### src/rtl/mem_arb_pkg.sv
// ============================================================================
// Module   : mem_arb_pkg
// Brief    : Shared types for the DDR front-end request arbiter.
// Revision : 1.0
// ============================================================================
`default_nettype none

package mem_arb_pkg;

  typedef enum logic [1:0] {
    IDLE  = 2'd0,
    CMD   = 2'd1,
    WDATA = 2'd2
  } arb_state_e;

  // Tag fields are sized for the largest supported configuration.
  localparam int NUM_PORTS_MAX = 8;
  localparam int PORT_IDX_W    = $clog2(NUM_PORTS_MAX);
  localparam int TAG_LEN_W     = 16;

  typedef struct packed {
    logic [PORT_IDX_W-1:0] port;
    logic [TAG_LEN_W-1:0]  len;
  } rd_tag_t;

endpackage

`default_nettype wire

### src/rtl/mem_arb_tag_fifo.sv
// ============================================================================
// Module   : mem_arb_tag_fifo
// Brief    : Synchronous FIFO of outstanding read tags {port, len}.
// Revision : 1.0
// ============================================================================
`default_nettype none

module mem_arb_tag_fifo
  import mem_arb_pkg::*;
#(
  parameter int DEPTH = 8
) (
  input  logic                     clk,
  input  logic                     rst,
  input  logic                     push,
  input  rd_tag_t                  push_data,
  input  logic                     pop,
  output rd_tag_t                  pop_data,
  output logic                     full,
  output logic                     empty,
  output logic [$clog2(DEPTH):0]   count
);

  localparam int AW = $clog2(DEPTH);

  rd_tag_t        r_mem [DEPTH];
  logic [AW-1:0]  r_wr_ptr;
  logic [AW-1:0]  r_rd_ptr;
  logic [AW:0]    r_count;
  logic           w_do_push;
  logic           w_do_pop;

  assign full      = (r_count == (AW+1)'(DEPTH));
  assign empty     = (r_count == '0);
  assign count     = r_count;
  assign pop_data  = r_mem[r_rd_ptr];
  // A push into a full FIFO is legal when the head leaves in the same cycle.
  assign w_do_push = push && (!full || pop);
  assign w_do_pop  = pop && !empty;

  always_ff @(posedge clk or posedge rst) begin
    if (rst) begin
      r_wr_ptr <= '0;
      r_rd_ptr <= '0;
      r_count  <= '0;
    end else begin
      if (w_do_push) r_wr_ptr <= r_wr_ptr + 1'b1;
      if (w_do_pop)  r_rd_ptr <= r_rd_ptr + 1'b1;
      case ({w_do_push, w_do_pop})
        2'b10:   r_count <= r_count + 1'b1;
        2'b01:   r_count <= r_count - 1'b1;
        default: r_count <= r_count;
      endcase
    end
  end

  always_ff @(posedge clk) begin
    if (w_do_push) r_mem[r_wr_ptr] <= push_data;
  end

endmodule

`default_nettype wire

### src/rtl/mem_req_arbiter.sv
// ============================================================================
// Module   : mem_req_arbiter
// Brief    : Round-robin multi-port front end for the DDR controller.
// Revision : 1.0
// ============================================================================
`default_nettype none

module mem_req_arbiter
  import mem_arb_pkg::*;
#(
  parameter  int NUM_PORTS = 4,
  parameter  int ADDR_W    = 32,
  parameter  int DATA_W    = 128,
  parameter  int LEN_W     = 8,
  parameter  int TAG_DEPTH = 8,
  localparam int STRB_W    = DATA_W / 8
) (
  input  logic                        clk_sys,
  input  logic                        rst,
  input  logic [NUM_PORTS-1:0]        p_cmd_valid,
  output logic [NUM_PORTS-1:0]        p_cmd_ready,
  input  logic [NUM_PORTS*ADDR_W-1:0] p_cmd_addr,
  input  logic [NUM_PORTS-1:0]        p_cmd_write,
  input  logic [NUM_PORTS*LEN_W-1:0]  p_cmd_burst_len,
  input  logic [NUM_PORTS*DATA_W-1:0] p_wr_data,
  input  logic [NUM_PORTS*STRB_W-1:0] p_wr_strobe,
  input  logic [NUM_PORTS-1:0]        p_wr_valid,
  output logic [NUM_PORTS-1:0]        p_wr_ready,
  output logic [DATA_W-1:0]           p_rd_data,
  output logic [NUM_PORTS-1:0]        p_rd_valid,
  input  logic [NUM_PORTS-1:0]        p_rd_ready,
  output logic                        m_cmd_valid,
  input  logic                        m_cmd_ready,
  output logic [ADDR_W-1:0]           m_cmd_addr,
  output logic                        m_cmd_write,
  output logic [LEN_W-1:0]            m_cmd_burst_len,
  output logic [DATA_W-1:0]           m_wr_data,
  output logic [STRB_W-1:0]           m_wr_strobe,
  output logic                        m_wr_valid,
  input  logic                        m_wr_ready,
  input  logic [DATA_W-1:0]           m_rd_data,
  input  logic                        m_rd_valid,
  output logic                        m_rd_ready,
  output logic                        busy,
  output logic                        err_orphan_rd
);

  localparam int IDX_W = $clog2(NUM_PORTS);

  arb_state_e                  r_state;
  arb_state_e                  w_state_nxt;
  logic [IDX_W-1:0]            r_rr_ptr;
  logic [IDX_W-1:0]            r_gnt;
  logic [ADDR_W-1:0]           r_cmd_addr;
  logic                        r_cmd_write;
  logic [LEN_W-1:0]            r_cmd_len;
  logic [LEN_W-1:0]            r_wbeats;
  logic [LEN_W-1:0]            r_rbeats;
  logic                        r_err;

  logic [ADDR_W-1:0]           w_addr  [NUM_PORTS];
  logic [LEN_W-1:0]            w_len   [NUM_PORTS];
  logic [DATA_W-1:0]           w_wdata [NUM_PORTS];
  logic [STRB_W-1:0]           w_wstrb [NUM_PORTS];
  logic [NUM_PORTS-1:0]        w_elig;
  logic [NUM_PORTS-1:0]        w_rd_sel;
  logic                        w_found;
  logic [IDX_W-1:0]            w_win;
  logic                        w_grant;
  logic                        w_push;
  logic                        w_wr_hs;
  logic                        w_rd_hs;
  logic                        w_rd_last;
  rd_tag_t                     w_push_tag;
  rd_tag_t                     w_head;
  logic                        w_fifo_full;
  logic                        w_fifo_empty;
  logic [$clog2(TAG_DEPTH):0]  w_fifo_count;

  for (genvar i = 0; i < NUM_PORTS; i++) begin : g_port
    assign w_addr[i]     = p_cmd_addr[i*ADDR_W +: ADDR_W];
    assign w_len[i]      = p_cmd_burst_len[i*LEN_W +: LEN_W];
    assign w_wdata[i]    = p_wr_data[i*DATA_W +: DATA_W];
    assign w_wstrb[i]    = p_wr_strobe[i*STRB_W +: STRB_W];
    assign w_elig[i]     = p_cmd_valid[i] && (p_cmd_write[i] || !w_fifo_full);
    assign w_rd_sel[i]   = !w_fifo_empty && (w_head.port == PORT_IDX_W'(i));
    assign p_rd_valid[i] = w_rd_sel[i] && m_rd_valid;
  end

  // Round-robin search starting one past the last winner.
  always_comb begin
    logic [IDX_W-1:0] cand;
    cand    = '0;
    w_found = 1'b0;
    w_win   = r_rr_ptr;
    for (int k = 1; k <= NUM_PORTS; k++) begin
      cand = IDX_W'((int'(r_rr_ptr) + k) % NUM_PORTS);
      if (!w_found && w_elig[cand]) begin
        w_found = 1'b1;
        w_win   = cand;
      end
    end
  end

  always_ff @(posedge clk_sys or posedge rst) begin
    if (rst) r_state <= IDLE;
    else     r_state <= w_state_nxt;
  end

  always_comb begin
    w_state_nxt = r_state;
    p_cmd_ready = '0;
    p_wr_ready  = '0;
    m_cmd_valid = 1'b0;
    m_wr_valid  = 1'b0;
    w_grant     = 1'b0;
    w_push      = 1'b0;
    case (r_state)
      IDLE: begin
        if (w_found) begin
          p_cmd_ready[w_win] = 1'b1;
          w_grant            = 1'b1;
          w_state_nxt        = CMD;
        end
      end
      CMD: begin
        m_cmd_valid = 1'b1;
        if (m_cmd_ready) begin
          if (r_cmd_write) begin
            w_state_nxt = WDATA;
          end else begin
            w_push      = 1'b1;
            w_state_nxt = IDLE;
          end
        end
      end
      WDATA: begin
        m_wr_valid        = p_wr_valid[r_gnt];
        p_wr_ready[r_gnt] = m_wr_ready;
        if (p_wr_valid[r_gnt] && m_wr_ready && (r_wbeats == '0))
          w_state_nxt = IDLE;
      end
      default: w_state_nxt = IDLE;
    endcase
  end

  assign w_wr_hs   = m_wr_valid && m_wr_ready;
  assign w_rd_hs   = m_rd_valid && m_rd_ready;
  assign w_rd_last = (TAG_LEN_W'(r_rbeats) == w_head.len);

  always_ff @(posedge clk_sys or posedge rst) begin
    if (rst) begin
      r_rr_ptr    <= IDX_W'(NUM_PORTS - 1);
      r_gnt       <= '0;
      r_cmd_addr  <= '0;
      r_cmd_write <= 1'b0;
      r_cmd_len   <= '0;
      r_wbeats    <= '0;
      r_rbeats    <= '0;
      r_err       <= 1'b0;
    end else begin
      if (w_grant) begin
        r_rr_ptr    <= w_win;
        r_gnt       <= w_win;
        r_cmd_addr  <= w_addr[w_win];
        r_cmd_write <= p_cmd_write[w_win];
        r_cmd_len   <= w_len[w_win];
      end
      if (m_cmd_valid && m_cmd_ready && r_cmd_write)
        r_wbeats <= r_cmd_len;
      else if (w_wr_hs && (r_wbeats != '0))
        r_wbeats <= r_wbeats - 1'b1;
      if (w_rd_hs)
        r_rbeats <= w_rd_last ? '0 : r_rbeats + 1'b1;
      if (m_rd_valid && w_fifo_empty)
        r_err <= 1'b1;
    end
  end

  assign w_push_tag.port = PORT_IDX_W'(r_gnt);
  assign w_push_tag.len  = TAG_LEN_W'(r_cmd_len);

  mem_arb_tag_fifo #(
    .DEPTH (TAG_DEPTH)
  ) u_tag_fifo (
    .clk       (clk_sys),
    .rst       (rst),
    .push      (w_push),
    .push_data (w_push_tag),
    .pop       (w_rd_hs && w_rd_last),
    .pop_data  (w_head),
    .full      (w_fifo_full),
    .empty     (w_fifo_empty),
    .count     (w_fifo_count)
  );

  assign m_cmd_addr      = r_cmd_addr;
  assign m_cmd_write     = r_cmd_write;
  assign m_cmd_burst_len = r_cmd_len;
  assign m_wr_data       = w_wdata[r_gnt];
  assign m_wr_strobe     = w_wstrb[r_gnt];
  assign p_rd_data       = m_rd_data;
  assign m_rd_ready      = |(w_rd_sel & p_rd_ready);
  assign busy            = (r_state != IDLE) || (w_fifo_count != '0);
  assign err_orphan_rd   = r_err;

endmodule

`default_nettype wire

### config.mk
export PLATFORM = sky130hd
export DESIGN_NAME = mem_req_arbiter
export DESIGN_NICKNAME = d
export VERILOG_FILES = /design/src/rtl/mem_arb_pkg.sv /design/src/rtl/mem_arb_tag_fifo.sv /design/src/rtl/mem_req_arbiter.sv
export SDC_FILE = /design/constraint.sdc
export NUM_CORES = 1
export LEC_CHECK = 0
export CAP_MARGIN = 15
export CORE_AREA = 2 2 480 482
export CTS_CLUSTER_DIAMETER = 120
export CTS_CLUSTER_SIZE = 25
export DETAILED_ROUTE_END_ITERATION = 8
export DIE_AREA = 0 0 482 484
export PLACE_DENSITY = 0.3
export SYNTH_ARGS = -nofsm -noshare
export SYNTH_HDL_FRONTEND = slang
export SYNTH_HIERARCHICAL = 1
export SYNTH_SLANG_ARGS = --single-unit
export TNS_END_PERCENT = 10
### constraint.sdc
create_clock -name clk_sys -period 5.5 [get_ports clk_sys]
set_input_delay 1.1 -clock clk_sys [delete_from_list [all_inputs] [get_ports clk_sys]]
set_output_delay 1.1 -clock clk_sys [all_outputs]
set_load 0.01 [all_outputs]
==> Flow_metrics.wiki <==
{| class="wikitable"
! Metric !! Value
|-
| Max-slew headroom at the worst pin || 30.3%
|-
| RSZ-0062 raised after global routing || no
|-
| Detailed-router iteration count before antenna repair || 7
|-
| Final number of max-transition violations || 0
|-
| Clock-pin transition on the worst setup and hold timing paths || 0.10 ns
|-
| Count of mapped cells out of synthesis || 988
|-
| Area occupied by registers || 6430 µm²
|-
| Die extent in y || 484 µm
|-
| Delay of the slowest critical-path stage || 0.67 ns
|-
| DIE AREA || 233000 µm²
|-
| Area of combinational cells with multiple inputs || 7170 µm²
|-
| Max Clock Freq || between 150 and 200 MHz
|-
| Worst reg2reg setup slack || 0.97 ns
|-
| Number of warnings reported in the yosys synthesis log || 6
|-
| Effective utilization at floorplan || 6.41%
|-
| Syn Std Cell Area || 14600 µm²
|-
| Vias per cell || ~3.0
|-
| Die width || 482 µm
|-
| HPWL after detailed placement || around 170 mm
|-
| Critical Path Start Type || flip-flop
|-
| Endpoint of the worst hold path || err_orphan_rd
|-
| Antenna violations before repair || ~250
|-
| Vias || 15100
|-
| Number of port buffers || about 960
|-
| CP required || approximately 4.4 ns
|-
| Worst Max-Slew Pin Slew || 1.05 ns
|-
| Global-route usage over all layers || between 15 and 20%
|-
| Sequential-to-total area share from yosys stat || between 40% and 50%
|-
| Hold violation count in the final report || 0
|-
| Fraction of post-synthesis cell area in the top cell type by area || 31.2%
|-
| Clk Tree Root Cell || sky130_fd_sc_hd__clkbuf_16
|-
| Remaining DRCs || 0
|-
| Synth unique cells || 65
|-
| Number of cells traversed by the worst register-to-register path || 15
|-
| Clock Sinks || 226
|-
| Reported max-cap violation count || 0
|-
| Fraction of layout instances using a drive strength above 1 || between 10% and 20%
|-
| Kind of end point of the critical path || output port
|-
| Buffer depth of the longest clock path || 3
|-
| Wire length of the first global-routing pass || 226 mm
|-
| Number of buffers inserted during clock tree synthesis || 15
|-
| Startpoint of the most critical register-to-register path || u_tag_fifo/r_rd_ptr[0]
|-
| Final critical-path share of the clock period || roughly 90%
|-
| Number of H-tree levels || 1
|-
| Number of enable flip-flop cells after synthesis || 152
|-
| Max Clock Skew || 0.0327 ns
|-
| Number of fill cells in the layout || 26000
|-
| IR Drop Worst-Case VDD || 0.000233 V
|-
| Average wire length per cell after detail routing || 38.5 µm
|-
| Synth top area cells || sky130_fd_sc_hd__edfxtp_1 (31%), sky130_fd_sc_hd__mux4_2 (28%), sky130_fd_sc_hd__dfrtp_1 (12%)
|-
| Leakage || 9.00 nW
|-
| Total of flip-flops plus latches after synthesis || about 230
|-
| Data arrival, critical path || 3.99 ns
|-
| # IOs || roughly 1200
|-
| Number of rows created at floorplan || about 180
|-
| Result of the run || finished clean
|-
| Setup total negative slack || 0 ns
|-
| Synth Flop Type || sky130_fd_sc_hd__edfxtp_1
|-
| Area delta synth->final || 92.9%
|-
| Total setup violations reported at the end of the flow || 0
|-
| Post-route antenna net violation count || 0
|-
| Hold Crit Class || flip-flop to flip-flop
|-
| Critical path's slowest cell || sky130_fd_sc_hd__or4b_4
|-
| Most instantiated cells after synthesis || sky130_fd_sc_hd__mux4_2 (184), sky130_fd_sc_hd__edfxtp_1 (152), sky130_fd_sc_hd__buf_4 (130), sky130_fd_sc_hd__dfrtp_1 (72), sky130_fd_sc_hd__o21ai_1 (42)
|-
| Post-layout minimum cycle time || 5.09 ns
|-
| Critical path, cell by cell || or4b_4 > inv_1 > nand2b_1 > a221oi_1 > o31ai_4 > nor3_4 > clkdlybuf4s50_1
|-
| Start-to-end type of the worst setup path || flip-flop to output port
|-
| Worst slack, placed || approximately 0.49 ns
|-
| Yosys top cell by area || sky130_fd_sc_hd__edfxtp_1
|-
| Iter 0 DRT Violations || ~1500
|-
| Number of global-route vias before repair || 15000
|-
| Start point of the worst hold path || err_orphan_rd
|-
| Final worst-path setup slack || 0.408 ns
|-
| Insertion delay of the later-clocked pin in the worst-skew pair || 0.55 ns
|-
| TritonCTS clock tree || done
|-
| Resized Gates After CTS || 0
|-
| Mean area per synthesized cell || 14.8 µm²
|-
| Biggest fanout along the worst timing path || 8
|-
| Worst hold path cell count || 1
|-
| Total wire length after detailed routing || 192 mm
|-
| Count of nets after finishing || 2781
|-
| Most instantiated library cell after synthesis || sky130_fd_sc_hd__mux4_2
|-
| Fraction of registers with async set/reset || approximately 33%
|-
| Reg-to-reg endpoint || u_tag_fifo/count[3]
|-
| Cell Pwr Density || between 300 and 400 nW/µm²
|-
| Core Footprint || 229000 µm²
|-
| CTS hold repair buffers || 0
|-
| Maximum number of pins on one net before global-route repair || 79
|-
| Post-CTS Setup Repair Bufs || 0
|-
| Overflow left after global routing || 0
|-
| Final weighted congestion in routability-driven placement || 0.959
|}
==> kinds of logic after synthesis <==
kind of cell	after synthesis	synth area share, %
adders and majority gates	9	0.820
muxes	246	32.7
buffers and inverters	214	9.44
other	1	0.0256
and+or+nand+nor	127	4.62
xor gates and xnor gates	16	0.957
AOI/OAI and AO/OA	149	7.56
DFF	226	43.8
==> metrics by stage <==
step / power, mW / instances / instance area [µm²] / util [%] / hold WS, ns
CTS: 11.5 / 4922 / 28100 / 12.3 / 0.473
global route: 11.7 / 4949 / 28100 / 12.3 / 0.501
finish: 11.2 / 4991 / 28200 / 12.4 / 0.468
detailed placement: 10.1 / 4896 / 27600 / 12.1 / 0.450
floorplan: 5.63 / 1059 / 14900 / - / 0.456
global placement: 10.2 / 4896 / 27600 / 12.1 / 0.442
==> placed cells by master, fill, tap and decap left out, drive strengths merged, types with 3 or more instances in the layout <==
master / instances
mux2: 21
and3: 7
nor3b: 6
o31ai: 4
mux4: 184
nor2b: 8
diode: 69
nand4: 6
ha: 8
dfrtp: 72
clkinv: 4
clkbuf: 19
nand2: 29
o211ai: 6
nand2b: 7
mux2i: 41
nor3: 11
nand3: 12
xor2: 3
buf: 51
inv: 19
conb: 72
edfxtp: 152
clkdlybuf4s50: 958
o21ai: 63
a21oi: 10
a211o: 3
o21a: 3
a222oi: 39
nor2: 24
xnor2: 13
nor4: 7
==> where the power goes <==
part | leakage (nW) | total (mW) | switching (mW) | internal, mW
Sequential | 2.28 | 2.81 | 0.562 | 2.25
Combinational | 6.48 | 7.05 | 3.72 | 3.33
Clock | 0.237 | 1.30 | 0.748 | 0.548
==> critical path: cells and delay by family, from the launching register on <==
family                 cells  cell delay [ns]
buffers and inverters      2             0.88
AO/OA/AOI/OAI              2             0.60
AND/OR/NAND/NOR            3             1.45
flip-flops                 1             0.50
==> routing by layer <==
metal / part of all wire [%] / GRT usage [%] / vias to the layer above
met3: 18 / 12.9 / 343
met4: 2.0 / 2.31 / 154
met2: 41 / 22.9 / 1357
li1: - / - / 5751
met5: 0.62 / 2.55 / -
met1: 39 / 18.3 / 7537
==> area by class of cell <==
| cell class | count | area share (%) |
|---|---|---|
| diodes | 69 | 0.611 |
| clock buffers | 19 | 1.38 |
| clock inverters | 7 | 0.377 |
| inverters | 16 | 0.217 |
| multi-input cells | 619 | 25.4 |
| flip-flops and latches | 226 | 22.8 |
| well taps | 3026 | 13.4 |
| repair buffers | 1009 | 35.9 |
==> worst max-delay path by stage <==
stage	startpoint	to	slack (ns)	cells after the start
global placement	p_cmd_valid[3]	p_cmd_ready[2]	0.54	6
global route	u_tag_fifo/count[0]	p_cmd_ready[2]	0.22	7
finish	u_tag_fifo/count[0]	p_cmd_ready[2]	0.41	7
CTS	u_tag_fifo/count[0]	p_cmd_ready[2]	0.29	7
detailed placement	p_cmd_valid[3]	p_cmd_ready[2]	0.49	6
floorplan	u_tag_fifo/r_rd_ptr[0]	u_tag_fifo/r_mem[0][0]	0.39	9
==> flip-flops by register name (all words and copies together), names as in the netlist, 2 cells and up <==
name / cells
u_tag_fifo/r_mem: 152
m_cmd_addr: 32
m_cmd_burst_len: 8
r_rbeats: 8
r_wbeats: 8
u_tag_fifo/count: 4
u_tag_fifo/r_rd_ptr: 3
u_tag_fifo/r_wr_ptr: 3
r_gnt: 2
r_rr_ptr: 2
r_state: 2
(Power assumes the default switching activity.)
